`src/rtl/s_32bit_2_unfold.sv`:
```
// Folded two-beat receiver: rebuilds a pair of 2*HALF_W-bit words from a HI beat
// followed by an XOR-folded low beat, with a registered, back-pressurable output stage.
module s_32bit_2_unfold #(
    parameter int          HALF_W  = 16,
    parameter logic [15:0] CNT_RST = 16'h0000
) (
    input  logic                  clk,
    input  logic                  rst_n,
    input  logic                  in_valid,
    output logic                  in_ready,
    input  logic                  in_sof,
    input  logic [HALF_W-1:0]     in_aa,
    input  logic [HALF_W-1:0]     in_bb,
    output logic                  out_valid,
    input  logic                  out_ready,
    output logic [2*HALF_W-1:0]   out_a,
    output logic [2*HALF_W-1:0]   out_b,
    output logic [15:0]           word_cnt,
    output logic                  sync_err
);

    typedef enum logic [0:0] {
        S_HI   = 1'b0,
        S_FOLD = 1'b1
    } state_t;

    state_t               r_state;
    state_t               w_state_nxt;
    logic [HALF_W-1:0]    r_hi_a;
    logic [HALF_W-1:0]    r_hi_b;
    logic [2*HALF_W-1:0]  r_out_a;
    logic [2*HALF_W-1:0]  r_out_b;
    logic                 r_out_valid;
    logic [15:0]          r_word_cnt;
    logic                 r_sync_err;

    logic                 w_in_ready;
    logic                 w_accept;
    logic                 w_load_hi;
    logic                 w_load_out;
    logic                 w_set_err;

    assign w_accept = in_valid && w_in_ready;

    // Next-state, input handshake and register load enables
    always_comb begin
        w_state_nxt = r_state;
        w_in_ready  = 1'b1;
        w_load_hi   = 1'b0;
        w_load_out  = 1'b0;
        w_set_err   = 1'b0;
        case (r_state)
            S_HI: begin
                w_in_ready = 1'b1;
                if (w_accept) begin
                    if (in_sof) begin
                        w_load_hi   = 1'b1;
                        w_state_nxt = S_FOLD;
                    end else begin
                        w_set_err   = 1'b1;
                    end
                end else begin
                    w_state_nxt = S_HI;
                end
            end
            S_FOLD: begin
                // A FOLD beat needs a free (or draining) output slot
                w_in_ready = !r_out_valid || out_ready;
                if (w_accept) begin
                    if (!in_sof) begin
                        w_load_out  = 1'b1;
                        w_state_nxt = S_HI;
                    end else begin
                        w_load_hi   = 1'b1;
                        w_set_err   = 1'b1;
                    end
                end else begin
                    w_state_nxt = S_FOLD;
                end
            end
            default: begin
                w_state_nxt = S_HI;
                w_in_ready  = 1'b1;
            end
        endcase
    end

    // State, held HI half, output pair, counter and sticky error
    always_ff @(posedge clk) begin
        if (!rst_n) begin
            r_state     <= S_HI;
            r_hi_a      <= {HALF_W{1'b0}};
            r_hi_b      <= {HALF_W{1'b0}};
            r_out_a     <= {(2*HALF_W){1'b0}};
            r_out_b     <= {(2*HALF_W){1'b0}};
            r_out_valid <= 1'b0;
            r_word_cnt  <= CNT_RST;
            r_sync_err  <= 1'b0;
        end else begin
            r_state <= w_state_nxt;
            if (w_load_hi) begin
                r_hi_a <= in_aa;
                r_hi_b <= in_bb;
            end
            if (w_load_out) begin
                r_out_a     <= {r_hi_a, in_aa ^ r_hi_a};
                r_out_b     <= {r_hi_b, in_bb ^ r_hi_b};
                r_out_valid <= 1'b1;
                r_word_cnt  <= r_word_cnt + 16'd1;
            end else if (out_ready) begin
                r_out_valid <= 1'b0;
            end
            if (w_set_err) begin
                r_sync_err <= 1'b1;
            end
        end
    end

    assign in_ready  = w_in_ready;
    assign out_valid = r_out_valid;
    assign out_a     = r_out_a;
    assign out_b     = r_out_b;
    assign word_cnt  = r_word_cnt;
    assign sync_err  = r_sync_err;

endmodule
```
`config.mk`:
```
export PLATFORM = sky130hd
export DESIGN_NAME = s_32bit_2_unfold
export DESIGN_NICKNAME = d
export VERILOG_FILES = /design/src/rtl/s_32bit_2_unfold.sv
export SDC_FILE = /design/constraint.sdc
export NUM_CORES = 1
export LEC_CHECK = 0
export CAP_MARGIN = 40
export CORE_ASPECT_RATIO = 0.8
export CORE_MARGIN = 2
export CORE_UTILIZATION = 48
export CTS_BUF_LIST = sky130_fd_sc_hd__clkbuf_4 sky130_fd_sc_hd__clkbuf_8 sky130_fd_sc_hd__clkbuf_16
export DETAILED_ROUTE_END_ITERATION = 12
export PLACE_DENSITY = 0.88
export RECOVER_POWER = 25
export SYNTH_ARGS = -nofsm -noshare
export SYNTH_HDL_FRONTEND = slang
export SYNTH_SLANG_ARGS = --single-unit
```
`constraint.sdc`:
```
create_clock -name clk -period 1.9 [get_ports clk]
set_input_delay 0.19 -clock clk [delete_from_list [all_inputs] [get_ports clk]]
set_output_delay 0.19 -clock clk [all_outputs]
set_load 0.05 [all_outputs]
```
Word level (Yosys, flattened, before mapping) --
Cells that the tools add are included.
Operators by class: mux-type cells 11, bitwise gates (word level) 3, reduce and logical (&&, ||, !) cells 4, add/sub/neg operators 1
Operator list (number):
- $xor A16 B16 Y16 | 2
- $add A16 B1 Y16 const B | 1
- $mux W1 | 8
- $pmux W1 S2 | 3
- $reduce_bool A2 Y1 | 1
- $logic_and A1 B1 Y1 | 1
- $logic_not A1 Y1 | 1
- $logic_or A1 B1 Y1 | 1
- $not A1 Y1 | 1
Word-level totals: register bits after elaboration 115, word-level logic and storage cells 27

Logic depth before layout (Yosys ltp) --
Gate-level depths: netlist (run 1).
word-level depth 7, depth in mapped cells 7

Least setup slack after synthesis (run 1) --
No wires, ideal clock.
path kind register to register, start point reg r_word_cnt[0], in the netlist word_cnt[0], end point reg r_word_cnt[12], in the netlist word_cnt[12], arrival 1939 ps, path buffers 0, cell stages (with the launch flop) 6, slack -110 ps, cells stage by stage dfxtp_1 -> ha_1 -> and4b_1 -> nand3_1 -> or4_1 -> a21oi_1
Between the ends: longest elaborated chain between the ends 1
RTL lines:
- start: declaration | line 34 | logic [15:0] r_word_cnt;
- start signal: assignment | line 109 | r_word_cnt <= r_word_cnt + 16'd1;
- $add A16 B1 Y16 | line 109
No other way between the ends. A chain may end at the register's enable or synchronous reset.

Worst setup path in the final report (run 1) --
start point reg r_word_cnt[2], in the netlist word_cnt[2], end point out word_cnt[2]
RTL lines:
- end: declaration | line 18 | output logic [15:0] word_cnt,
No word-level cell between the ends.

==> results of run 1 <==
[worst paths after layout]
check                            startpoint            to  slack [ns]
worst max-delay path            word_cnt[2]   word_cnt[2]        0.06
worst min register to register    out_b[29]     out_b[29]        0.45
worst min-delay path               in_aa[9]     r_hi_a[9]        0.39
worst max register to register  word_cnt[0]  word_cnt[12]        0.15
[placed cells by master, fill, tap and decap left out, drive strengths merged, types with 2 or more instances in the layout]
cell / Yosys / routed
buf: 9 / 15
clkinvlp: 0 / 4
dlygate4sd3: 0 / 2
xnor2: 36 / 36
and3: 2 / 2
nand4: 6 / 6
a21oi: 73 / 73
nor2: 42 / 42
nand2b: 4 / 4
a21o: 2 / 2
nand3: 5 / 5
bufinv: 0 / 2
dfxtp: 115 / 115
nand2: 141 / 141
inv: 4 / 4
mux2i: 2 / 2
or3: 2 / 2
nor2b: 2 / 2
clkbuf: 25 / 25
clkinv: 0 / 7
a31oi: 2 / 2
xor2: 3 / 3
clkdlybuf4s50: 0 / 114
nor4: 3 / 3
o21ai: 3 / 3
a211oi: 32 / 32
[cell type report]
cell class | count | area [sq um]
clock buffer | 19 | 446.7
multi-input combinational | 371 | 1987
sequential | 115 | 2307
timing repair buffer | 138 | 1345
inverter | 4 | 16.27
fill | 689 | 2619
clock inverter | 13 | 133.9
tap | 115 | 143.9
[routing by layer]
layer  part of all wire (%)  vias to the layer above
met1                     43                     1946
met3                    7.2                       10
met4                   0.79                        0
met2                     49                      153
met5                      0                        -
li1                       -                     2001
[logic make-up after synthesis]
kind of cell / after synthesis
mux: 2
simple gates: 214
buf+inv: 38
compound gates: 115
xor+xnor: 39
flops: 115
fa+ha+maj: 1
[timing repair]
item	4_1_cts	5_1_grt
setup buffers	0	0
endpoints found under the setup margin	1	2
gates resized for setup	1	2
[stage by stage]
stage / setup TNS (ns) / cell area (sq um) / std cells / power, uW
global route: 0 / 6380 / 775 / 6305
floorplan: 0 / 4425 / 524 / 2835
detailed placement: -0.02307 / 5831 / 743 / 3049
finish: 0 / 6380 / 775 / 6080
global placement: 0 / 5831 / 743 / 3032
CTS: 0 / 6410 / 775 / 6123
[state kept, by name (all words and copies together) (netlist names), named ones only]
| name | flops |
|---|---|
| out_valid | 1 |
| out_b | 32 |
| word_cnt | 16 |
| sync_err | 1 |
| r_hi_b | 16 |
| out_a | 32 |
| r_hi_a | 16 |
[power breakdown]
part	internal, uW	switching (uW)	total (uW)
clock	1970	1110	3080
sequential	2470	48.0	2520
combinational	205	274	479
==> results.tsv, run 1 <==
metric	value	unit
irDropWorstVdd	553.6	uV
die_area	9998	sq um
ys.warnings.count	0	
cts_buffers	17	
setup_violations	0	
num_vias	4110	
maxCapViolations	0	
synth_area	4420	sq um
portBuffers	119	
synth.distinct_cells	37	
clk_pin_slew	0.06	ns
synth_area_leaders	dfxtp_1 (52%), nand2_1 (12%), a21oi_1 (8.3%)	
synthAdderAreaFrac	0.2830	%
clock_sinks	115	
fin_crit_sh	96.74	%
vias_per_cell	5.303	
die_y	89.84	um
hold_depth	3	
drc	0	
critPathSlowestCell	clkdlybuf4s50_1	
cp.required	1.71	ns
drtPass1Iterations	6	
grtUsageTotal	23.74	%
clock_latency	0.40	ns
die_w	111.3	um
drt-wirelength-per-cell	14.92	um
fmax	544.0	MHz
grt_pass1_vias	3980	
yosysMostFrequentCell	nand2_1	
root_buffer	clkbuf_16	
finalHoldViolations	0	
htreeDepth	4	
synth_top_area_share	52.08	%
synthSimpleGateAreaFrac	20.72	%
antenna_found_initial	0	
busiest_layer	met2	
netlist_instances	524	
synth_compound_area_share	15.28	%
use_met3	8.766	%
synth_top_family_by_area	simple AND/OR/NAND/NOR gates	
synth_edf_count	0	
globalplace.congestion	0.8043	
drv_slew	0	
cp.buffers_inverters	1	
worstPathMaxFanout	4	
endpoint_kind	output port	
syn_to_final_growth	44.32	%
r2r.worst_path.cells	5	
cts_buffer_depth	2	
met2_usage	39.89	%
start_util	49.12	%
first_iter_violations	229	
synth-main-ff-cell	dfxtp_1	
min_period	1.838	ns
synth_commonest_cells	nand2_1 (141), dfxtp_1 (115), a21oi_1 (73)	
rows	31	
startpoint_type	register	
power_leakage	0.002175	uW
worstSetupPathType	reg -> out	
slew-limit-headroom	60.08	%
io_pins	120	
antenna_left	0	
tightest_slew	0.6013	ns
ys_seq_area_share	52.08	%
max_stage_delay	0.84	ns
drive_gt1_share	9.545	%
grt_setup_unrepaired	false	
final_nets	685	
holdWs	0.3872	ns
grt_pass1_wl	19180	um
finalCoreUtilization	70.90	%
muxShareOfSynthArea	0.4529	%
hp-class	in -> reg	
cts_hold_buf	0	
met1_usage	28.87	%
cts_tree	yes	
yosys.area.top_type	dfxtp_1	
synthArstFlopShare	0	%
cellPowerDensity	952.9	nW/um^2
wl	11560	um
fp.coreArea	8999	sq um
fin_skew	0.009522	ns
post-place-ws	-0.02299	ns
path_cells	clkdlybuf4s50_1	
gr-total-overflow	0	
dpl.hpwl	7487	um
diodes	0	
syn-mean-instance-area	8.436	sq um
finalWorstSetupSlack	0.06191	ns
cpLargestDelayFamily	buffers and inverters	
synth-xor-area-share	7.727	%
cp.depth	1	
grt_max_degree	56	
critPathArrivalTime	1.65	ns
status	finished, final reports clean	
synthesis.nets	562	
ys_seq_elements	115	
Note: power is estimated with default switching activity, not from simulation.
==> run 2, diff against run 1 <==
--- a/config.mk
+++ b/config.mk
@@ -8,11 +8,12 @@
 export CAP_MARGIN = 40
 export CORE_ASPECT_RATIO = 0.8
 export CORE_MARGIN = 2
-export CORE_UTILIZATION = 48
+export CORE_UTILIZATION = 30
 export CTS_BUF_LIST = sky130_fd_sc_hd__clkbuf_4 sky130_fd_sc_hd__clkbuf_8 sky130_fd_sc_hd__clkbuf_16
 export DETAILED_ROUTE_END_ITERATION = 12
-export PLACE_DENSITY = 0.88
+export PLACE_DENSITY = 0.62
 export RECOVER_POWER = 25
+export SETUP_SLACK_MARGIN = 0.2
 export SYNTH_ARGS = -nofsm -noshare
 export SYNTH_HDL_FRONTEND = slang
 export SYNTH_SLANG_ARGS = --single-unit
==> run 2 against run 1 <==
Net effect:
- critical path depth rose by 4
- worst setup slack improved by 0.19 ns
- worst hold slack barely moved
- total power fell by 2.1%
- sequential share of layout area fell by 0.25 points
- combinational power fell by 1%
- routed wire length fell by 0.50%
- first-iteration DRC count fell by 40%
- sequential cell count did not move
- non-clock buffer count rose by 6
==> results.tsv, run 2 (synthesized netlist as in run 1, its figures left out) <==
metric	value	unit	change
cpLargestDelayFamily	simple AND/OR/NAND/NOR gates		
die_area	15730	sq um	+57%
swShare	22.72	%	-0.84 points
finalWorstSetupSlack	0.2568	ns	+0.1949 ns
rows	39		+26%
cts_buffers	17		unchanged
drc	0		unchanged
status	finished, final reports clean		
clk_pin_slew	0.05	ns	about the same
placed_cells	815		+9.7%
final_cell_mix	nand2_1 (141), dfxtp_1 (102), dlygate4sd2_1 (82), a21oi_1 (72), nor2_1 (42)		
startpoint_type	register		
cts_tree	yes		
clock_sinks	115		unchanged
grt_pass1_vias	3742		-6.0%
final_nets	691		+0.88%
worstPathMaxFanout	6		+2
clock_latency	0.41	ns	about the same
wl	11510	um	-0.50%
fp.coreArea	14350	sq um	+59%
critPathArrivalTime	1.97	ns	+0.32 ns
start_util	30.81	%	-18 points
setup_violations	0		unchanged
drive_gt1_share	11.75	%	+2.2 points
cp.buffers_inverters	0		-1
fillers	1407		+100%
antenna_found_initial	0		unchanged
p_comb_share	7.9	%	about the same
post_dp_cell_area	6000	sq um	+2.9%
cts_buffer_depth	2		unchanged
syn_to_final_growth	46.33	%	
final_common_cell	nand2_1		
globalplace.congestion	0.7605		-5.4%
post-place-ws	0.02305	ns	+0.04604 ns
fin_skew	0.006490	ns	-0.003032 ns
diodes	0		unchanged
worstSetupPathType	reg -> reg		
fin_crit_sh	86.49	%	-10 points
die_w	139.7	um	+26%
fmax	608.6	MHz	+12%
max_stage_delay	0.52	ns	-0.32 ns
irDropWorstVdd	582.0	uV	+5.1%
power	5952	uW	-2.1%
grt_pass1_wl	18420	um	-3.9%
p_int	4600	uW	-1.0%
maxCapViolations	0		unchanged
final.setup.tns	0	ns	unchanged
die_y	112.6	um	+25%
io_pins	120		unchanged
power_leakage	0.002620	uW	+20%
num_vias	3955		-3.8%
dpl.hpwl	7945	um	+6.1%
stdcell_area	6469	sq um	+1.4%
portBuffers	119		unchanged
slew-limit-headroom	48.13	%	-12 points
tightest_slew	0.7772	ns	+0.1759 ns
met2WireLength	5253	um	-7.9%
wl_met3	676	um	-19%
hp-class	in -> reg		
power_frac_clock	49.8	%	-0.9 points
first_iter_violations	138		-40%
cellPowerDensity	920.2	nW/um^2	-3.4%
grt_setup_unrepaired	true		
vias_per_cell	4.664		-12%
critPathSlowestCell	or4_1		
antenna_left	0		unchanged
met1Wirelength	5375	um	+9.1%
grtUsageTotal	14.90	%	-8.8 points
root_buffer	clkbuf_16		
endpoint_kind	register		
cts_hold_buf	0		unchanged
p_seq_share	42.3	%	+0.9 points
top_layer_used	met4		
htreeDepth	4		unchanged
path_cells	ha_2 -> and4b_2 -> nand3_4 -> or4_1 -> a21oi_1		
grt_max_degree	52		-7.1%
drtPass1Iterations	4		-2
drt-wirelength-per-cell	13.57	um	-9.1%
power.switching	1352	uW	-5.6%
gr-total-overflow	0		unchanged
min_period	1.643	ns	-0.1949 ns
drv_slew	0		unchanged
final_cells	848		+9.4%
finalHoldViolations	0		unchanged
cp.required	2.23	ns	+0.52 ns
-- run 2: cell count changes in the layout (fill, tap and decap cells not counted), moves of 3 or more --
cell	previous run	this run
dlygate4sd2_1	1	82
clkdlybuf4s50_1	114	35
dfxtp_1	111	102
dfxtp_2	4	11
buf_12	3	7
clkbuf_4	1	4
clkinvlp_4	3	0
-- run 2: per-stage QoR --
step / hold WS, ns / utilization, %
6_report: 0.3872 / 45.09
5_1_grt: 0.3848 / 45.09
4_1_cts: 0.3638 / 44.99
3_5_place_dp: 0.4497 / 41.82
3_3_place_gp: 0.4445 / 41.82
2_1_floorplan: 0.3260 / -
-- run 2: cell type report --
type	count	area (sq um)	area share (%)
Sequential cell	115	2323	35.92
Tap cell	184	230.2	3.559
Clock inverter	6	55.05	0.8511
Timing Repair Buffer	144	1345	20.79
Clock buffer	24	496.7	7.679
Multi-Input combinational cell	371	2003	30.97
Inverter	4	15.01	0.2321
-- run 2: power by group through the flow --
stage | sequential (uW) | clock (uW) | combinational [uW]
final | 2510 | 2960 | 472
after global routing | 2520 | 3140 | 513
after CTS | 2510 | 3040 | 483
after detailed placement | 2560 | 0 | 497
after global placement | 2560 | 0 | 489
after floorplan | 2640 | 0 | 194
-- run 2: layer usage --
| layer | track usage (%) | up-vias |
|---|---|---|
| met2 | 23.93 | 98 |
| met4 | 7.267 | 0 |
| met3 | 4.608 | 14 |
| met1 | 18.24 | 1820 |
| met5 | 0 | - |
| li1 | - | 2023 |
-- run 2: path summary, 6_finish.rpt --
kind         slack [ns]   startpoint  depth (start not counted)           end
max                0.26  word_cnt[0]                          5  word_cnt[12]
min                0.39    in_aa[15]                          3    r_hi_a[15]
min reg2reg        0.45    out_b[18]                          2     out_b[18]
max reg2reg        0.26  word_cnt[0]                          5  word_cnt[12]
-- run 2: worst min-delay path: stages --
cell             delay, ns
clkdlybuf4s50_1       0.43
nand2_1               0.07
a21oi_1               0.05
-- run 2: timing repair --
| action | 4_1_cts | 5_1_grt |
|---|---|---|
| cloned | 0 | 0 |
| endpoints found under the setup margin | 85 | 4 |
| pin swaps | 0 | 3 |
| setup buffers | 0 | 3 |
| resized for setup | 83 | 3 |
==> run 3, diff against run 2 <==
--- a/config.mk
+++ b/config.mk
@@ -11,7 +11,7 @@
 export CORE_UTILIZATION = 30
 export CTS_BUF_LIST = sky130_fd_sc_hd__clkbuf_4 sky130_fd_sc_hd__clkbuf_8 sky130_fd_sc_hd__clkbuf_16
 export DETAILED_ROUTE_END_ITERATION = 12
-export PLACE_DENSITY = 0.62
+export PLACE_DENSITY = 0.52
 export RECOVER_POWER = 25
 export SETUP_SLACK_MARGIN = 0.2
 export SYNTH_ARGS = -nofsm -noshare
==> run 3 against run 2 <==
Net effect:
- critical endpoint is now word_cnt[10]
- clock power up 6%
- routed wire length grew 0.90%
- first-iteration DRC count is 4.3% lower
- worst hold slack worse by 0.00089 ns
- via count fell by 0.83%
- utilization shrank 0.10 points
==> results.tsv, run 3 (synthesized netlist as in run 1, its figures left out) <==
metric	value	unit	change
grt_setup_unrepaired	true		
antenna_left	0		unchanged
power.switching	1355	uW	+0.18%
critPathArrivalTime	1.97	ns	about the same
grtUsageTotal	15.37	%	+0.47 points
cts_tree	yes		
gr-total-overflow	0		unchanged
fp.coreArea	14350	sq um	unchanged
final_common_cell	nand2_1		
grt_pass1_wl	19080	um	+3.6%
fillers	1444		+2.6%
wl	11610	um	+0.90%
cts_buffer_depth	2		unchanged
rows	39		unchanged
root_buffer	clkbuf_16		
clock_latency	0.41	ns	about the same
clock_sinks	115		unchanged
fin_skew	0.01088	ns	+0.004385 ns
final_cell_mix	nand2_1 (141), dfxtp_1 (101), dlygate4sd2_1 (82), a21oi_1 (72), nor2_1 (42)		
htreeDepth	4		unchanged
hold_depth	3		unchanged
startpoint_type	register		
placed_cells	813		-0.25%
drc	0		unchanged
p_seq_share	41.1	%	-1.2 points
irDropWorstVdd	592.3	uV	+1.8%
drv_slew	0		unchanged
tightest_slew	0.5555	ns	-0.2217 ns
cp.required	2.24	ns	about the same
first_iter_violations	132		-4.3%
status	finished, final reports clean		
cellPowerDensity	948.8	nW/um^2	+3.1%
io_pins	120		unchanged
p_comb_share	7.5	%	-0.4 points
portBuffers	119		unchanged
grt_max_degree	46		-12%
die_w	139.7	um	unchanged
swShare	22.12	%	-0.60 points
antenna_found_initial	0		unchanged
grt_pass1_vias	3798		+1.5%
final.setup.tns	0	ns	unchanged
die_area	15730	sq um	unchanged
start_util	30.81	%	unchanged
drt-wirelength-per-cell	13.74	um	+1.3%
final_cells	845		-0.35%
syn_to_final_growth	45.99	%	
diodes	0		unchanged
cts_hold_buf	0		unchanged
globalplace.congestion	0.7556		-0.64%
vias_per_cell	4.641		-0.48%
clk_pin_slew	0.05	ns	about the same
worstSetupPathType	reg -> reg		
drtPass1Iterations	4		unchanged
p_int	4769	uW	+3.7%
slew-limit-headroom	63.11	%	+15 points
cts_buffers	17		unchanged
die_y	112.6	um	unchanged
num_vias	3922		-0.83%
r2r.worst_path.cells	6		+1
finalHoldViolations	0		unchanged
dpl.hpwl	7852	um	-1.2%
endpoint_kind	register		
worstPathMaxFanout	5		-1
fmax	613.8	MHz	+0.85%
maxCapViolations	0		unchanged
drive_gt1_share	11.50	%	-0.25 points
min_period	1.629	ns	-0.01391 ns
hp-class	in -> reg		
setup_violations	0		unchanged
power_frac_clock	51.4	%	+1.6 points
power_leakage	0.002607	uW	-0.51%
final_nets	687		-0.58%
fin_crit_sh	85.75	%	-0.73 points
## run 3: final timing paths
kind / endpoint / slack, ns / startpoint
worst min-delay path: r_hi_a[12] / 0.39 / in_aa[12]
worst min register to register: out_a[25] / 0.45 / out_a[25]
worst max-delay path: word_cnt[10] / 0.27 / word_cnt[0]
worst max register to register: word_cnt[10] / 0.27 / word_cnt[0]
## run 3: through the flow
stage	instance area, sq um	hold slack [ns]	setup slack [ns]	total power [uW]	utilization (%)
6_report	6454	0.3863	0.2707	6123	44.99
5_1_grt	6454	0.3781	0.1666	6368	44.99
4_1_cts	6467	0.3704	0.2321	6219	45.08
3_5_place_dp	5972	0.4513	0.002666	3052	41.63
3_3_place_gp	5972	0.4442	0.02915	3043	41.63
2_1_floorplan	4443	0.3260	0.1806	2833	-
## run 3: power groups by stage
| stage | clock network (uW) | registers (uW) | logic (uW) |
|---|---|---|---|
| after floorplan | 0 | 2640 | 194 |
| after global placement | 0 | 2560 | 482 |
| after detailed placement | 0 | 2560 | 489 |
| after CTS | 3230 | 2510 | 473 |
| after global routing | 3350 | 2520 | 502 |
| final | 3150 | 2510 | 461 |
## run 3: critical path: stages, from the launching register on
cell and delay (ns):
dfxtp_4 0.36, ha_2 0.19, and4b_1 0.22, nand3_2 0.12, buf_4 0.18, or3_1 0.35
a21oi_1 0.14
## run 3: routing by layer
layer	up-vias	GRT usage (%)	share of wire [%]
li1	2011	-	-
met2	99	23.02	44
met5	-	0	0
met4	0	7.000	1.4
met1	1799	19.79	48
met3	13	5.674	6.7
## run 3: what timing repair did
action / 4_1_cts / 5_1_grt
endpoints found under the setup margin: 82 / 4
resized for setup: 82 / 2
setup buffers: 0 / 1
pin swaps: 0 / 2
## run 3: area by class of cell
type / instances / area, sq um / share of cell area (%)
multi-input cells: 371 / 1994 / 30.90
flip-flops and latches: 115 / 2325 / 36.02
inverters: 4 / 16.27 / 0.2520
clock buffers: 28 / 558.0 / 8.647
repair buffers: 140 / 1290 / 19.99
well taps: 184 / 230.2 / 3.567
clock inverters: 3 / 40.04 / 0.6204
